**src/rtl/pmem_stream_loader.sv**
```systemverilog
// Rebuilds 12-bit instructions from a framed byte stream and writes them to
// program memory from address 0, flagging done on a verified frame or error on any fault.
module pmem_stream_loader #(
    parameter int PMEM_DEPTH = 10,
    parameter int ADDR_W     = 8,
    parameter int TIMEOUT    = 1000
) (
    input  logic              i_clk,
    input  logic              i_reset_n,
    input  logic              i_start,
    input  logic              i_rx_valid,
    input  logic [7:0]        i_rx_data,
    output logic              o_rx_ready,
    output logic              o_wr_en,
    output logic [ADDR_W-1:0] o_wr_addr,
    output logic [11:0]       o_wr_instr,
    output logic              o_done,
    output logic              o_error,
    output logic [2:0]        o_err_code,
    output logic [ADDR_W-1:0] o_count
);
    localparam int TMO_W = $clog2(TIMEOUT + 1);
    localparam logic [TMO_W-1:0] TMO_MAX = TMO_W'(TIMEOUT);
    localparam logic [7:0]       DEPTH_B = 8'(PMEM_DEPTH);

    typedef enum logic [2:0] {
        S_IDLE, S_COUNT, S_HI, S_LO, S_CHECK, S_DONE, S_ERROR
    } state_t;

    state_t            state;
    logic [7:0]        acc;
    logic [3:0]        hi_nib;
    logic [ADDR_W-1:0] n_words;
    logic [TMO_W-1:0]  tmo_cnt;
    logic              accept;
    logic [ADDR_W-1:0] count_nxt;

    assign accept    = i_rx_valid & o_rx_ready;
    assign count_nxt = o_count + 1'b1;

    always_ff @(posedge i_clk or negedge i_reset_n) begin
        if (!i_reset_n) begin
            state      <= S_IDLE;
            acc        <= '0;
            hi_nib     <= '0;
            n_words    <= '0;
            tmo_cnt    <= '0;
            o_rx_ready <= 1'b0;
            o_wr_en    <= 1'b0;
            o_wr_addr  <= '0;
            o_wr_instr <= '0;
            o_done     <= 1'b0;
            o_error    <= 1'b0;
            o_err_code <= '0;
            o_count    <= '0;
        end else begin
            o_wr_en <= 1'b0;
            case (state)
                S_IDLE, S_DONE, S_ERROR: begin
                    if (i_start) begin
                        state      <= S_COUNT;
                        o_rx_ready <= 1'b1;
                        o_count    <= '0;
                        acc        <= '0;
                        tmo_cnt    <= '0;
                        o_done     <= 1'b0;
                        o_error    <= 1'b0;
                        o_err_code <= '0;
                    end
                end
                default: begin
                    // Timeout wins over a byte arriving on the same cycle.
                    if (tmo_cnt >= TMO_MAX) begin
                        state      <= S_ERROR;
                        o_rx_ready <= 1'b0;
                        o_error    <= 1'b1;
                        o_err_code <= 3'd4;
                    end else if (!accept) begin
                        tmo_cnt <= tmo_cnt + 1'b1;
                    end else begin
                        tmo_cnt <= '0;
                        case (state)
                            S_COUNT: begin
                                if (i_rx_data == 8'd0 || i_rx_data > DEPTH_B) begin
                                    state      <= S_ERROR;
                                    o_rx_ready <= 1'b0;
                                    o_error    <= 1'b1;
                                    o_err_code <= 3'd1;
                                end else begin
                                    n_words <= ADDR_W'(i_rx_data);
                                    acc     <= i_rx_data;
                                    state   <= S_HI;
                                end
                            end
                            S_HI: begin
                                if (i_rx_data[7:4] != 4'd0) begin
                                    state      <= S_ERROR;
                                    o_rx_ready <= 1'b0;
                                    o_error    <= 1'b1;
                                    o_err_code <= 3'd2;
                                end else begin
                                    hi_nib <= i_rx_data[3:0];
                                    acc    <= acc ^ i_rx_data;
                                    state  <= S_LO;
                                end
                            end
                            S_LO: begin
                                acc        <= acc ^ i_rx_data;
                                o_wr_en    <= 1'b1;
                                o_wr_addr  <= o_count;
                                o_wr_instr <= {hi_nib, i_rx_data};
                                o_count    <= count_nxt;
                                state      <= (count_nxt == n_words) ? S_CHECK : S_HI;
                            end
                            default: begin
                                o_rx_ready <= 1'b0;
                                if (i_rx_data == acc) begin
                                    state  <= S_DONE;
                                    o_done <= 1'b1;
                                end else begin
                                    state      <= S_ERROR;
                                    o_error    <= 1'b1;
                                    o_err_code <= 3'd3;
                                end
                            end
                        endcase
                    end
                end
            endcase
        end
    end
endmodule

```
**config.mk**
```make
export PLATFORM = sky130hd
export DESIGN_NAME = pmem_stream_loader
export DESIGN_NICKNAME = d
export VERILOG_FILES = /design/src/rtl/pmem_stream_loader.sv
export SDC_FILE = /design/constraint.sdc
export NUM_CORES = 1
export LEC_CHECK = 0
export CORE_MARGIN = 2
export CORE_UTILIZATION = 59
export DETAILED_ROUTE_END_ITERATION = 6
export PLACE_DENSITY = 0.85
export SETUP_SLACK_MARGIN = 0.5
export SKIP_CTS_REPAIR_TIMING = 1
export SLEW_MARGIN = 40
export SYNTH_ARGS = -nofsm -noshare
export SYNTH_HDL_FRONTEND = slang
export SYNTH_SLANG_ARGS = --single-unit
```
**constraint.sdc**
```tcl
create_clock -name i_clk -period 3.9 [get_ports i_clk]
set_input_delay 0.585 -clock i_clk [delete_from_list [all_inputs] [get_ports i_clk]]
set_output_delay 0.585 -clock i_clk [all_outputs]
set_load 0.01 [all_outputs]
```
==> results of run 1 <==
==> per-stage QoR <==
stage / cells / cell area (sq um) / hold WS, ps
after floorplan: 371 / 3490 / 289
after global placement: 480 / 3990 / 447
after detailed placement: 480 / 3990 / 456
after CTS: 496 / 4170 / 248
after global routing: 496 / 4170 / 285
final: 496 / 4170 / 232
==> power by group through the flow <==
stage	registers [uW]	logic [uW]	clock network, uW
floorplan	1010	713	0
global placement	1030	987	0
detailed placement	1030	1020	0
CTS	1030	1030	566
global route	1050	1140	594
finish	1030	1030	560
==> registers in the layout, indices dropped and copies added (netlist names), 3 cells and up <==
| signal | cells |
|---|---|
| o_wr_instr | 12 |
| tmo_cnt | 10 |
| acc | 8 |
| n_words | 8 |
| o_count | 8 |
| o_wr_addr | 8 |
| hi_nib | 4 |
| o_err_code | 3 |
| state | 3 |
==> how the worst max path moves through the flow <==
stage | depth (start not counted) | start | endpoint
floorplan | 6 | i_rx_data[0] | o_err_code[0]
global placement | 5 | i_rx_data[4] | n_words[2]
detailed placement | 5 | i_rx_data[4] | n_words[2]
CTS | 6 | state[0] | acc[4]
global route | 8 | state[2] | o_count[3]
finish | 6 | state[0] | acc[4]
==> cell usage in the layout (no fill, tap or decap), types with 2 or more instances in the layout <==
master           count
mux2i_1              3
clkinv_2             4
inv_1               14
clkbuf_8             9
nor2b_1              6
and2_1               3
nor3_1               3
xnor2_1             15
o22ai_1              2
xor2_1              16
nand3_1              6
or3_1                2
a21oi_1             11
o31ai_1             12
or4_1                2
or2_2                2
clkdlybuf4s50_1     45
buf_4                5
o21a_1               4
ha_1                 3
mux2_2               5
dfrtp_1             68
o211ai_1             3
clkbuf_1             2
nor4_1               3
a22o_1               9
nand2_1             75
nand4_1              9
o21ai_1              2
o21ai_0             33
nor2_1              22
==> worst reg2reg max path, stage by stage, from the launching register on <==
cell	delay (ps)
dfrtp_1	490
inv_1	200
mux2i_1	530
mux2i_2	640
o21ai_2	370
o31ai_1	300
a22o_1	170
==> Yosys cell counts, types with 2 or more instances <==
master	number	area share
o21ai_0	33	0.047
nand3_1	6	0.0086
or4_1	2	0.0043
nand2_1	75	0.081
or2_2	2	0.0036
ha_1	3	0.011
and2_1	3	0.0054
o21ai_1	2	0.0029
buf_2	6	0.0086
clkbuf_1	5	0.0054
mux2i_1	3	0.0086
o211ai_1	3	0.0064
xor2_1	16	0.040
nor2_1	22	0.024
nor4_1	3	0.0054
or3_1	2	0.0036
xnor2_1	15	0.038
nor2b_1	6	0.011
a21oi_1	11	0.016
o21a_1	4	0.0086
buf_4	3	0.0064
nand4_1	9	0.016
o31ai_1	12	0.026
a22o_1	9	0.023
nor3_1	3	0.0043
o22ai_1	2	0.0036
mux2_2	5	0.016
inv_1	14	0.015
dfrtp_1	68	0.49
==> final cells by class <==
cell class / instances / area [sq um]
fill: 463 / 1640
inverter: 15 / 57.6
sequential: 68 / 1700
timing repair buffer: 50 / 488
tap: 75 / 93.8
clock buffer: 11 / 131
multi-input combinational: 272 / 1650
clock inverter: 5 / 52.6
==> per-layer routing <==
metal | up-vias | part of all wire | routed length (um)
li1 | 1386 | - | -
met4 | 0 | 0.019 | 153
met5 | - | 0 | 0
met2 | 101 | 0.48 | 3740
met1 | 1364 | 0.45 | 3540
met3 | 16 | 0.054 | 424
==> kinds of logic (layout without fill, tap and decap cells) <==
group,Yosys count,after routing
adders and majority gates,3,3
AOI/OAI and AO/OA,89,89
buffers and inverters,31,81
muxes,10,10
DFF,68,68
xor gates and xnor gates,31,31
and+or+nand+nor,139,139
==> summary.txt, run 1 <==
Setup path
  • Kind of critical path: reg -> reg
  • Worst path cell trace: inv_1 -> mux2i_1 -> mux2i_2 -> o21ai_2 -> o31ai_1 -> a22o_1
  • RR Endpoint: acc[4]
  • Crit start category: flip-flop
  • CP peak stage delay: 640 ps
  • Critical Path Fanout Max: 16
  • Worst EP arrival: 3040 ps
  • Critical path's slowest cell: mux2i_2
  • CP Capture Type: flip-flop
  • R2R cell count: 6
  • Critical Path RT: 4190 ps
  • Worst r2r src: state[0]
  • Flop2flop setup slack: 1140 ps
  • Delay-heaviest family, CP: multiplexers
  • Buffer and inverter count on the worst path: 1

Routing
  • Wire per inst: 15.8 um
  • Vias post-DR: 2867
  • First-pass DRT Iterations: 4
  • Vias per cell: 5.78
  • DRC: 0
  • Routed Antenna Nets: 0
  • Final WL: 7.85 mm
  • DR iter-0 viols: 255

Yosys
  • Syn Inst Count: 371
  • Multiplexer share of the synthesized area: 0.0330
  • Post-synthesis simple-gate area fraction: 0.183
  • Adder-cell share of the synthesized area: 0.0107
  • Synthesized area: 0.00349 sq mm
  • Ys async rst share: 1.00
  • Mapped Nets: 386
  • Main combinational cell family by area after synthesis: simple AND/OR/NAND/NOR gates
  • Seq/Total Area, Yosys: 0.487
  • Flip-flop and latch count after synthesis: 68
  • Xor and xnor area share after synthesis: 0.0777
  • Post-synthesis compound-gate area fraction: 0.167
  • EDFF count, synth: 0
  • Most used DFF post-synth: dfrtp_1
  • Synth Area per Inst: 9.42 sq um
  • Ys Warns: 0
  • Netlist cell types: 53

Pwr
  • Share of power burned in registers: 0.393
  • Power density cells: 627 mW/mm^2
  • Internal Power: 1630 uW
  • Clock share of power: 0.214
  • Comb pwr share: 0.393
  • NetSw: 982 uW
  • Sw frac: 0.375
  • VDD IR max: 0.000511 V
  • LEAKAGE: 0.00185 uW
  • Pwr Total: 2620 uW

GRT
  • GR Layer Usage met2: 0.426
  • Global-route wire length before repair: 13.2 mm
  • GRT Total Usage: 0.264
  • GR peak layer: met2
  • Largest net degree at the start of global routing: 47
  • Vias in the first global route: 2838
  • Met1 Usage GRT: 0.352
  • Initial antenna violation count: 0
  • Grt total ovfl: 0
  • M3 GR Usage: 0.0478

Floorplanning
  • Die W: 80.9 um
  • Standard-cell row count: 28
  • Initial Utilization: 0.601
  • Io pins: 47
  • Die Span Y: 80.9 um
  • Die Area: 0.00655 sq mm
  • Core Footprint: 0.00582 sq mm

STA
  • RSZ-0062 raised after global routing: no
  • Fin. Hold Viols: 0
  • Clock skew: 9.36 ps
  • Crit share post-route: 0.707
  • Final WS setup: 1140 ps
  • Setup TNS Final: 0 ps
  • Slew headroom: 0.552
  • Final setup violating endpoints: 0
  • Fmax: 363 MHz
  • Pins over their slew limit: 0
  • Worst slew pin tran: 673 ps
  • Final min period: 2760 ps

Placement
  • DP HPWL: 5.40 mm
  • Input/output buffers: 46
  • Pre-CTS WS: 832 ps
  • Final GP Congestion: 0.881

Outcome
  • Outcome: finished clean

Clocking
  • H-tree depth: 3
  • Worst skew pair latency: 350 ps
  • CTS max path bufs: 2
  • Root Buffer: clkbuf_8
  • CTS sink count: 68
  • TritonCTS buffer count: 9
  • CTS tree: yes
  • Worst-path clk slew: 70 ps

Finish
  • Number of diodes: 0
  • Nets@finish: 431
  • Layout cells sized above 1: 0.0831
  • Final core occ: 0.718
  • Synth-to-Final Area Change: 19.4%

Worst hold path
  • HP Class: in -> async

Flow run
  • Maxcap violations: 0
Power figures use the tool's default switching activity.
==> inputs of run 2 (changes only) <==
- CORE_UTILIZATION: 59 -> 55
- PLACE_DENSITY: 0.85 -> 0.8
- clock period: 3.9 -> 2.7 ns (I/O delays scaled with it)
==> summary.txt, run 2 (synthesis gave the netlist of run 1 again) <==
Outcome
  • Outcome: finished clean

Routing
  • First-pass DRT Iterations: 5
  • Vias post-DR: 3043
  • Final WL: 8.25 mm
  • DRC: 0
  • Routed Antenna Nets: 0
  • Wire per inst: 15.7 um
  • Vias per cell: 5.79
  • DR iter-0 viols: 214

STA
  • Final min period: 2210 ps
  • Final WS setup: 486 ps
  • Clock skew: 12.0 ps
  • Setup TNS Final: 0 ps
  • Final setup violating endpoints: 0
  • Fmax: 452 MHz
  • Pins over their slew limit: 0
  • Crit share post-route: 0.820
  • Worst slew pin tran: 688 ps
  • RSZ-0062 raised after global routing: yes
  • Fin. Hold Viols: 0
  • Slew headroom: 0.541

Setup path
  • R2R cell count: 6
  • Worst EP arrival: 2450 ps
  • Critical Path RT: 2940 ps
  • Critical Path Fanout Max: 7
  • Flop2flop setup slack: 490 ps
  • Crit start category: flip-flop
  • Kind of critical path: reg -> reg
  • CP Capture Type: flip-flop

Pwr
  • VDD IR max: 0.000919 V
  • LEAKAGE: 0.00201 uW
  • Pwr Total: 4140 uW
  • Power density cells: 918 mW/mm^2

Finish
  • Largest register FFs: 12
  • Largest regs: o_wr_instr (12), tmo_cnt (10)
  • Layout cells sized above 1: 0.178
  • Commonest non-fill, non-tap cells in the layout: nand2_1, dfrtp_1, clkdlybuf4s50_1
  • Largest Register: o_wr_instr
  • Nets@finish: 459
  • Number of diodes: 0
  • Final core occ: 0.722
  • Most common cell after layout, fill and taps aside: nand2_1
  • Synth-to-Final Area Change: 29.0%

Placement
  • Input/output buffers: 46
  • Final GP Congestion: 0.952
  • Pre-CTS WS: 141 ps
  • DP HPWL: 5.44 mm

GRT
  • Largest net degree at the start of global routing: 40
  • Vias in the first global route: 2795
  • Global-route wire length before repair: 12.9 mm
  • Initial antenna violation count: 0
  • GRT Total Usage: 0.230
  • Grt total ovfl: 0

Floorplanning
  • Standard-cell row count: 29
  • Core Footprint: 0.00624 sq mm
  • Initial Utilization: 0.560
  • Die Area: 0.00700 sq mm
  • Die Span Y: 83.7 um
  • Die W: 83.7 um
  • Io pins: 47

Clocking
  • TritonCTS buffer count: 9
  • CTS tree: yes
  • Worst skew pair latency: 360 ps
  • H-tree depth: 3
  • Worst-path clk slew: 70 ps
  • CTS sink count: 68
  • Root Buffer: clkbuf_8
  • CTS max path bufs: 2

Flow run
  • Maxcap violations: 0

Worst hold path
  • HP Class: in -> async
## run 2: power breakdown
group	switching [uW]	total [uW]	internal, uW
Clock	381	803	422
Sequential	222	1470	1250
Combinational	936	1860	924
## run 2: metrics by stage
| stage | hold slack [ps] | instance area, sq um | cells |
|---|---|---|---|
| 6_report | 87.4 | 4510 | 526 |
| 4_1_cts | 108 | 4290 | 512 |
| 5_1_grt | 138 | 4510 | 526 |
| 3_3_place_gp | 457 | 4110 | 496 |
| 3_5_place_dp | 462 | 4110 | 496 |
| 2_1_floorplan | 109 | 3490 | 371 |
## run 2: critical path: stages (launching register included)
cell	delay, ps
dfrtp_2	470
buf_4	160
nor3b_1	390
o211ai_1	220
buf_4	200
nor4_4	280
mux2_2	380
## run 2: final cells by class
type,instances,area (sq um)
Fill cell,462,1730
Multi-Input combinational cell,272,1730
Sequential cell,68,1710
Timing Repair Buffer,78,737
Clock buffer,11,131
Tap cell,77,96.3
Inverter,15,57.6
Clock inverter,5,52.6
## run 2: path summary, 6_finish.rpt
kind / start / endpoint
worst max-delay path: state[1] / n_words[2]
worst min-delay path: i_reset_n / hi_nib[1]
worst max register to register: state[1] / n_words[2]
worst min register to register: o_wr_addr[5] / o_wr_addr[5]
max in group asynchronous: i_reset_n / state[2]
min in group i_clk: o_wr_addr[5] / o_wr_addr[5]
## run 2: layer usage
metal / global-route usage / share of wire / vias to the layer above
li1: - / - / 1443
met1: 0.316 / 0.44 / 1477
met2: 0.346 / 0.49 / 111
met3: 0.0653 / 0.056 / 12
met4: 0.0938 / 0.014 / 0
met5: 0 / 0 / -
==> inputs of run 3 (changes only) <==
- clock period: 2.7 -> 2.1 ns (I/O delays scaled with it)
==> summary.txt, run 3 (synthesis gave the netlist of run 1 again) <==
GRT
  • Largest net degree at the start of global routing: 36
  • Global-route wire length before repair: 15.5 mm
  • Initial antenna violation count: 0
  • Grt total ovfl: 0
  • Vias in the first global route: 3287
  • GRT Total Usage: 0.281

Floorplanning
  • Core Footprint: 0.00624 sq mm
  • Die Area: 0.00700 sq mm
  • Die W: 83.7 um
  • Initial Utilization: 0.560
  • Die Span Y: 83.7 um
  • Io pins: 47
  • Standard-cell row count: 29

Finish
  • Largest register FFs: 12
  • Post-Layout Inst Area: 0.00560 sq mm
  • Largest Register: o_wr_instr
  • Synth-to-Final Area Change: 60.4%
  • Nets@finish: 521
  • Largest regs: o_wr_instr (12), tmo_cnt (10)
  • Layout cells sized above 1: 0.405
  • Number of diodes: 0
  • Non-Filler Instances: 588
  • Most common cell after layout, fill and taps aside: buf_4
  • Commonest non-fill, non-tap cells in the layout: buf_4, dfrtp_1, nand2_1

Routing
  • DRC: 0
  • Vias post-DR: 3669
  • Final WL: 12.7 mm
  • First-pass DRT Iterations: 5
  • Routed Antenna Nets: 0
  • Vias per cell: 6.24
  • Wire per inst: 21.6 um
  • DR iter-0 viols: 348

Worst hold path
  • HP Class: in -> reg

STA
  • Fmax: 471 MHz
  • Final setup violating endpoints: 3
  • Fin. Hold Viols: 0
  • Clock skew: 11.1 ps
  • Final min period: 2120 ps
  • Worst slew pin tran: 580 ps
  • Final WS setup: -22.0 ps
  • Pins over their slew limit: 0
  • Setup TNS Final: -32.9 ps
  • RSZ-0062 raised after global routing: yes
  • Crit share post-route: 1.01
  • Slew headroom: 0.613
  • Worst hold slack: 398 ps

Pwr
  • LEAKAGE: 0.00289 uW
  • Power density cells: 1170 mW/mm^2
  • VDD IR max: 0.00123 V

Clocking
  • CTS tree: yes
  • CTS max path bufs: 2
  • H-tree depth: 3
  • Root Buffer: clkbuf_8
  • CTS sink count: 68
  • Worst-path clk slew: 90 ps
  • TritonCTS buffer count: 9
  • Worst skew pair latency: 370 ps

Setup path
  • Worst path cell trace: buf_4 -> nand3_4 -> or4b_4 -> o2111ai_2 -> nand4_1 -> a311oi_2 -> o21ai_1
  • Critical Path RT: 2340 ps
  • Critical path's slowest cell: or4b_4
  • Kind of critical path: reg -> reg
  • End of the critical path: state[1]
  • Worst EP arrival: 2360 ps
  • CP Capture Type: flip-flop
  • Crit start category: flip-flop
  • Worst r2r src: o_count[0]
  • Flop2flop setup slack: -20 ps
  • CP peak stage delay: 540 ps
  • RR Endpoint: state[1]
  • R2R cell count: 7
  • CP Launch Point: o_count[0]
  • Critical Path Fanout Max: 7

Placement
  • Placed cells: 535
  • Placed cell area: 0.00458 sq mm
  • Input/output buffers: 46
  • Final GP Congestion: 0.895
  • DP HPWL: 6.47 mm

Outcome
  • Failing checks: setup timing
  • Outcome: finished, violations left

Flow run
  • Maxcap violations: 0
[run 3: worst min path at each step]
stage	slack [ps]	to	from	depth (start not counted)
6_report	400	n_words[0]	i_rx_data[0]	3
3_3_place_gp	340	acc[7]	i_reset_n	1
3_5_place_dp	330	o_wr_instr[0]	i_reset_n	1
4_1_cts	-60	acc[3]	i_reset_n	1
5_1_grt	380	n_words[0]	i_rx_data[0]	3
2_1_floorplan	20	acc[0]	i_reset_n	0
[run 3: metal layers]
metal  global-route usage  wire length (um)  part of all wire
met5                    0                 0                 0
met4                0.142               549             0.043
met2                0.460              6360              0.50
met3               0.0593               919             0.072
met1                0.354              4840              0.38
[run 3: area by class of cell]
type	count	area (sq um)
Tap cell	77	96.3
Inverter	15	63.8
Timing Repair Buffer	140	1390
Multi-Input combinational cell	272	2140
Sequential cell	68	1720
Clock inverter	7	75.1
Clock buffer	9	124
Fill cell	234	637
[run 3: worst max-delay path: cells and delay by family, from the launching register on]
kind	cells	cell delay (ps)
buffers and inverters	1	140
AND/OR/NAND/NOR	3	890
AO/OA/AOI/OAI	3	530
flip-flops	1	420
[run 3: report_power, final]
part           switching [uW]  internal (uW)  leakage, uW
Clock                     586            555     0.000104
Sequential                350           1610     0.000881
Combinational            1710           1730      0.00191
Total                    2650           3900      0.00289
[run 3: through the flow]
step | power (uW) | utilization | setup WS [ps]
floorplan | 3500 | - | 40.7
global placement | 4430 | 0.734 | -255
detailed placement | 4510 | 0.734 | -311
CTS | 5640 | 0.766 | -147
global route | 6830 | 0.898 | -67.3
finish | 6550 | 0.898 | -22.0
